`config.mk`:
```
export PLATFORM = sky130hd
export DESIGN_NAME = shift_load_sequencer
export DESIGN_NICKNAME = d
export VERILOG_FILES = /design/src/rtl/shift_seq_pkg.sv /design/src/rtl/shift_load_sequencer_sync_edge.sv /design/src/rtl/shift_load_sequencer.sv
export SDC_FILE = /design/constraint.sdc
export NUM_CORES = 1
export LEC_CHECK = 0
export CORE_ASPECT_RATIO = 1.4
export CORE_UTILIZATION = 41
export CTS_CLUSTER_SIZE = 24
export DETAILED_ROUTE_END_ITERATION = 10
export PLACE_DENSITY = 0.64
export SLEW_MARGIN = 5
export SYNTH_ARGS = -nofsm -noshare
export SYNTH_HDL_FRONTEND = slang
export SYNTH_SLANG_ARGS = --single-unit
```
`constraint.sdc`:
```
create_clock -name clk -period 1.8 [get_ports clk]
set_clock_uncertainty 0.2 [all_clocks]
set_input_delay 0.45 -clock clk [delete_from_list [all_inputs] [get_ports clk]]
set_output_delay 0.45 -clock clk [all_outputs]
set_load 0.05 [all_outputs]
```
`src/rtl/shift_seq_pkg.sv`:
```
// Shared definitions for the Pi serial-load sequencer: FSM states, error codes
// and the register-select decode.
package shift_seq_pkg;

    localparam int DATA_BITS = 8;

    typedef enum logic [2:0] {
        IDLE,
        SHIFT,
        PARITY,
        LATCH,
        DRAIN
    } state_e;

    typedef enum logic [1:0] {
        ERR_NONE   = 2'd0,
        ERR_PARITY = 2'd1,
        ERR_SHORT  = 2'd2,
        ERR_ADDR   = 2'd3
    } err_e;

    function automatic logic [3:0] onehot4(input logic [1:0] idx);
        return 4'b0001 << idx;
    endfunction

endpackage

```
`src/rtl/shift_load_sequencer_sync_edge.sv`:
```
// Multi-flop synchroniser for one asynchronous Pi signal, with registered
// level and rising/falling edge pulses that are mutually aligned.
module sync_edge #(
    parameter int STAGES = 2
) (
    input  logic clk,
    input  logic reset,
    input  logic d,
    output logic level,
    output logic rise,
    output logic fall
);

    logic [STAGES-1:0] sync_q, sync_d;
    logic              prev_q, prev_d;
    logic              rise_q, rise_d;
    logic              fall_q, fall_d;

    // level, rise and fall all update on the same edge, so rise implies level
    always_comb begin
        sync_d = {sync_q[STAGES-2:0], d};
        prev_d = sync_q[STAGES-1];
        rise_d = sync_q[STAGES-1] & ~prev_q;
        fall_d = ~sync_q[STAGES-1] & prev_q;
    end

    always_ff @(posedge clk or posedge reset) begin
        if (reset) begin
            sync_q <= '0;
            prev_q <= 1'b0;
            rise_q <= 1'b0;
            fall_q <= 1'b0;
        end else begin
            sync_q <= sync_d;
            prev_q <= prev_d;
            rise_q <= rise_d;
            fall_q <= fall_d;
        end
    end

    assign level = prev_q;
    assign rise  = rise_q;
    assign fall  = fall_q;

endmodule

```
`src/rtl/shift_load_sequencer.sv`:
```
// Sequences NREG external 8-bit shift registers from the Pi serial load
// interface: steers shift strobes, checks parity and issues the latch strobe.
module shift_load_sequencer
    import shift_seq_pkg::*;
#(
    parameter int NREG        = 3,
    parameter int SYNC_STAGES = 2
) (
    input  logic            clk,
    input  logic            reset,
    input  logic            pi_frame,
    input  logic            pi_sclk,
    input  logic            pi_sdin,
    input  logic [1:0]      pi_rsel,
    input  logic [NREG-1:0] sr_parity,
    output logic [NREG-1:0] sr_select,
    output logic            sr_le,
    output logic            sr_din,
    output logic            busy,
    output logic            done,
    output logic [1:0]      err_code,
    input  logic            err_clr
);

    logic frame_level, frame_rise, frame_fall;
    logic sclk_level, sclk_rise, sclk_fall, sclk_strobe;

    sync_edge #(.STAGES(SYNC_STAGES)) u_frame_sync (
        .clk(clk), .reset(reset), .d(pi_frame),
        .level(frame_level), .rise(frame_rise), .fall(frame_fall)
    );

    sync_edge #(.STAGES(SYNC_STAGES)) u_sclk_sync (
        .clk(clk), .reset(reset), .d(pi_sclk),
        .level(sclk_level), .rise(sclk_rise), .fall(sclk_fall)
    );

    assign sclk_strobe = sclk_rise & sclk_level & ~sclk_fall;

    logic [SYNC_STAGES-1:0]   sdin_sync_q, sdin_sync_d;
    logic [2*SYNC_STAGES-1:0] rsel_sync_q, rsel_sync_d;
    logic                     sdin_sync;
    logic [1:0]               rsel_sync;

    state_e          state_q, state_d;
    logic [3:0]      bit_cnt_q, bit_cnt_d;
    logic [1:0]      rsel_q, rsel_d;
    logic            busy_q, busy_d;
    err_e            err_q, err_d;
    logic [NREG-1:0] sel_q, sel_d;
    logic            le_q, le_d;
    logic            din_q, din_d;
    logic            done_q, done_d;

    logic [3:0]      parity_ext;
    logic [3:0]      sel4;
    logic [NREG-1:0] sel_onehot;

    always_comb begin
        sdin_sync_d = {sdin_sync_q[SYNC_STAGES-2:0], pi_sdin};
        rsel_sync_d = {rsel_sync_q[2*SYNC_STAGES-3:0], pi_rsel};
        parity_ext = '0;
        parity_ext[NREG-1:0] = sr_parity;
        sel4 = onehot4(rsel_q);
        sel_onehot = sel4[NREG-1:0];
    end

    assign sdin_sync = sdin_sync_q[SYNC_STAGES-1];
    assign rsel_sync = rsel_sync_q[2*SYNC_STAGES-1 -: 2];

    // Frame fall is tested before the sclk strobe so a coincident edge is dropped
    always_comb begin
        state_d   = state_q;
        bit_cnt_d = bit_cnt_q;
        rsel_d    = rsel_q;
        busy_d    = busy_q;
        err_d     = err_clr ? ERR_NONE : err_q;
        sel_d     = '0;
        le_d      = 1'b0;
        din_d     = din_q;
        done_d    = 1'b0;
        case (state_q)
            IDLE: begin
                if (frame_rise) begin
                    rsel_d = rsel_sync;
                    if (32'(rsel_sync) >= 32'(NREG)) begin
                        err_d   = ERR_ADDR;
                        state_d = DRAIN;
                    end else begin
                        busy_d    = 1'b1;
                        bit_cnt_d = '0;
                        state_d   = SHIFT;
                    end
                end
            end
            SHIFT: begin
                if (frame_fall) begin
                    err_d   = ERR_SHORT;
                    busy_d  = 1'b0;
                    state_d = IDLE;
                end else if (sclk_strobe) begin
                    din_d     = sdin_sync;
                    sel_d     = sel_onehot;
                    bit_cnt_d = bit_cnt_q + 4'd1;
                    if (bit_cnt_q == 4'(DATA_BITS - 1)) begin
                        state_d = PARITY;
                    end
                end
            end
            PARITY: begin
                if (frame_fall) begin
                    err_d   = ERR_SHORT;
                    busy_d  = 1'b0;
                    state_d = IDLE;
                end else if (sclk_strobe) begin
                    if (sdin_sync == parity_ext[rsel_q]) begin
                        sel_d   = sel_onehot;
                        le_d    = 1'b1;
                        done_d  = 1'b1;
                        state_d = LATCH;
                    end else begin
                        err_d   = ERR_PARITY;
                        state_d = DRAIN;
                    end
                end
            end
            LATCH: begin
                state_d = DRAIN;
            end
            DRAIN: begin
                if (!frame_level) begin
                    busy_d  = 1'b0;
                    state_d = IDLE;
                end
            end
            default: begin
                state_d = IDLE;
            end
        endcase
    end

    always_ff @(posedge clk or posedge reset) begin
        if (reset) begin
            sdin_sync_q <= '0;
            rsel_sync_q <= '0;
            state_q     <= IDLE;
            bit_cnt_q   <= '0;
            rsel_q      <= '0;
            busy_q      <= 1'b0;
            err_q       <= ERR_NONE;
            sel_q       <= '0;
            le_q        <= 1'b0;
            din_q       <= 1'b0;
            done_q      <= 1'b0;
        end else begin
            sdin_sync_q <= sdin_sync_d;
            rsel_sync_q <= rsel_sync_d;
            state_q     <= state_d;
            bit_cnt_q   <= bit_cnt_d;
            rsel_q      <= rsel_d;
            busy_q      <= busy_d;
            err_q       <= err_d;
            sel_q       <= sel_d;
            le_q        <= le_d;
            din_q       <= din_d;
            done_q      <= done_d;
        end
    end

    assign sr_select = sel_q;
    assign sr_le     = le_q;
    assign sr_din    = din_q;
    assign busy      = busy_q;
    assign done      = done_q;
    assign err_code  = err_q;

endmodule

```
==> metrics.csv <==
stage,metric,value,unit
placed_design,gpl congestion,0.844,
clock_tree,CTS Buf Count,5,
grt,grt ovf,0,
worst_setup_path,CP Data Required Time,1.81,ns
floorplan,core area,3210,µm²
worst_setup_path,CP Launch Type,flop,
timing,endpoints failing setup,2,
hold_path,Hold Crit Class,flop to flop,
floorplan,Die Ht,71.5,µm
worst_setup_path,flop2flop setup slack,-0.04,ns
drt,first drt pass iteration count,5,
synthesis,largest area contributor in the netlist,dfrtp_1,
synthesis,Post-Synthesis Cells,128,
finish,post-route cell area,2130,µm²
drt,Via Count,1176,
job,Max Cap Violations,0,
hold_path,Hold Startpoint,rsel_sync_q[1]$_DFF_PP0_,
finish,nets,180,
synthesis,Ys Warns,0,
timing,Setup WS post-layout,-0.0358,ns
placed_design,Setup WS pre-CTS,-0.347,ns
timing,relative slew slack,77.7,%
hold_path,hold path cells,0,
grt,largest net degree at the start of global routing,34,
run_status,outcome,finished with violations,
synthesis,post-synth cell types,37,
floorplan,initial core utilization,44.0,%
floorplan,die area,3690,µm²
finish,Finished Layout Cells,208,
worst_setup_path,crit end category,flop,
timing,Worst Tran Pin Value,0.327,ns
worst_setup_path,Critical Path Slowest Stage Cell,or4_4,
worst_setup_path,cell family with most CP delay,simple AND/OR/NAND/NOR gates,
timing,Final Hold Fails,0,
drt,wire per inst,16.1,µm
worst_setup_path,Worst R2R Start,u_sclk_sync.fall$_DFF_PP0_,
synthesis,cells taking the most area after synthesis,"dfrtp_1 (58%), nor2b_1 (3.5%), o21ai_0 (2.5%), a21oi_1 (2.1%), nor2_1 (2.1%)",
drt,final WL,3340,µm
placed_design,Post-DP Area,1840,µm²
worst_setup_path,worst setup path startpoint,u_sclk_sync.fall$_DFF_PP0_,
timing,Max Slew Vio Count,0,
grt,first-pass GRT wire length,4970,µm
clock_tree,clock slew at reported path FFs,0.06,ns
timing,period utilization,102,%
drt,DRC,0,
finish,layout cells sized above 1,34.9,%
placed_design,half-perimeter wire length after placement,2280,µm
finish,antenna cells,0,
clock_tree,Longest Clk Path Bufs,2,
worst_setup_path,CP bufs+invs,0,
clock_tree,Worst-Skew Late Latency,0.28,ns
timing,Final Hold Slack,0.153,ns
power_and_ir_drop,P per Cell Area,1290,nW/µm²
clock_tree,CTS tree,done,
grt,Total GRT Usage,18.8,%
drt,Via-to-Cell Ratio,5.65,
synthesis,Mean Syn Cell Area,11.0,µm²
hold_path,Worst Hold Endpoint,rsel_sync_q[3]$_DFF_PP0_,
floorplan,boundary pin count,20,
floorplan,Rows,24,
grt,initial antenna violation count,0,
worst_setup_path,critical path type,flop to flop,
drt,initial DRC count,40,
synthesis,share of the yosys chip area belonging to registers,58.4,%
placed_design,IO buf count,19,
clock_tree,CTS H-tree depth,2,
drt,Detail Route Antenna Nets,0,
placed_design,dpl cells,196,
finish,synth-to-layout area growth,50.6,%
worst_setup_path,r2r worst-path depth,4,
run_status,failing checks,negative setup slack,
clock_tree,cts hold-fix bufs,0,
worst_setup_path,critical path's largest stage delay,0.43,ns
synthesis,top cell type's share of synthesized area,58.4,%
clock_tree,Sink Count,33,
power_and_ir_drop,Max IR drop VDD,0.786,mV
timing,Fmax,545,MHz
clock_tree,root buf cell,clkbuf_8,
worst_setup_path,r2r endpoint,bit_cnt_q[3]$_DFFE_PP0P_,
grt,vias in the first global route,1142,
synthesis,"flops & latches, synth",33,
synthesis,mapped cell area,1410,µm²
floorplan,die width,51.6,µm
worst_setup_path,CP Max Fanout,6,
timing,min Tclk post-route,1.84,ns
worst_setup_path,CP arrival,1.85,ns
power_and_ir_drop,Leak Pwr,0.909,nW
worst_setup_path,CP cell instances,nand3b_1 > or3_4 > or4_4 > a21oi_2,
timing,RSZ-0062 raised after global routing,yes,
synthesis,synthesized netlist net count,140,
kinds of logic (layout without fill, tap and decap cells):
logic type | count (synthesis) | after routing | share of synthesized area (%)
AND/OR/NAND/NOR | 48 | 48 | 20.5
AO/OA/AOI/OAI | 33 | 33 | 15.3
flip-flops | 33 | 33 | 58.4
buffers and inverters | 11 | 52 | 3.36
multiplexers | 2 | 2 | 1.50
adder cells (fa/ha/maj) | 1 | 1 | 0.885
report_power, final:
group,leakage (nW),switching [W],internal [W]
registers,0.418,0.000155,0.000850
clock network,0.0585,0.000256,0.000451
logic,0.432,0.000532,0.000494
worst max-delay path by stage:
stage                                     to  cells after the start
detailed placement    sr_select[1]$_DFF_PP0_                      5
CTS                 bit_cnt_q[2]$_DFFE_PP0P_                      4
floorplan           bit_cnt_q[3]$_DFFE_PP0P_                      5
global placement      sr_select[1]$_DFF_PP0_                      5
finish              bit_cnt_q[3]$_DFFE_PP0P_                      4
global route        bit_cnt_q[3]$_DFFE_PP0P_                      4
cell type report:
| class | count | area [µm²] |
|---|---|---|
| inverter | 6 | 22.5 |
| fill | 223 | 1080 |
| timing repair buffer | 38 | 448 |
| clock inverter | 1 | 30.0 |
| multi-input combinational | 84 | 667 |
| sequential | 33 | 827 |
| clock buffer | 7 | 86.3 |
| tap | 39 | 48.8 |
state kept, by name, summed over array words and instances (netlist names):
signal	cells
bit_cnt_q	4
rsel_sync_q	4
sr_select	3
state_q	3
err_code	2
rsel_q	2
sdin_sync_q	2
u_frame_sync.sync_q	2
u_sclk_sync.sync_q	2
busy	1
done	1
sr_din	1
u_frame_sync.fall	1
u_frame_sync.level	1
u_frame_sync.rise	1
u_sclk_sync.fall	1
u_sclk_sync.level	1
u_sclk_sync.rise	1
worst reg2reg max path, delay by kind of cell (launching register included):
family             cells  cell delay, ns
DFF                    1            0.36
AOI/OAI and AO/OA      1            0.13
and+or+nand+nor        3            1.08
through the flow:
step | utilization (%) | power [W] | TNS [ns]
finish | 66.3 | 0.00274 | -0.0699
global route | 66.3 | 0.00287 | -0.304
floorplan | - | 0.00144 | -0.0731
global placement | 57.4 | 0.00180 | -2.28
detailed placement | 57.4 | 0.00184 | -2.96
CTS | 62.3 | 0.00258 | -0.135
metal layers:
layer,global-route usage [%],part of all wire (%),vias to the layer above
met2,33.3,55,32
met4,7.21,2.7,0
met1,20.2,39,591
met5,0,0,-
li1,-,-,542
met3,5.94,3.5,11
what timing repair did:
| item | CTS | global route |
|---|---|---|
| setup buffers | 2 | 2 |
| pin swaps | 3 | 4 |
| setup endpoints to repair | 10 | 14 |
| resized for setup | 8 | 25 |
synthesized netlist by cell type:
cell and n:
a2111oi_0 3, a21boi_0 1, a21oi_1 6, a31oi_1 3, and2_1 1, and2b_1 1, buf_2 1, buf_4 1
clkbuf_1 2, clkbuf_2 1, dfrtp_1 33, ha_1 1, inv_1 6, mux2_2 1, mux2i_1 1, nand2_1 7
nand2b_1 4, nand3_1 3, nand3b_1 3, nand4b_1 2, nor2_1 8, nor2b_1 8, nor3_1 2, nor3b_2 1
nor4b_1 2, nor4b_2 1, o211ai_1 4, o21a_1 1, o21ai_0 7, o21ai_1 1, o21bai_1 1, o221ai_1 2
o31a_1 1, o31ai_1 3, or3_1 2, or3_2 1, or4_1 2
cells in the final DEF (no fill, tap or decap), types with 2 or more instances in the layout:
cell type         n
a2111oi_2         2
a21oi_2           3
nor4b_4           2
nand4b_1          2
nor2_1            6
dfrtp_1          32
o21ai_0           6
nand2_1           7
nand3_1           3
nor2b_1           7
a21oi_1           3
or4_4             2
buf_4            16
a31oi_1           2
buf_12           10
clkbuf_8          6
o211ai_1          4
clkdlybuf4s50_1   8
inv_1             6
nor2_2            2
or3_4             2
dlymetal6s2s_1    2
nand3b_1          3
buf_6             2
nand2b_1          4
Note: power is estimated with default switching activity, not from simulation.
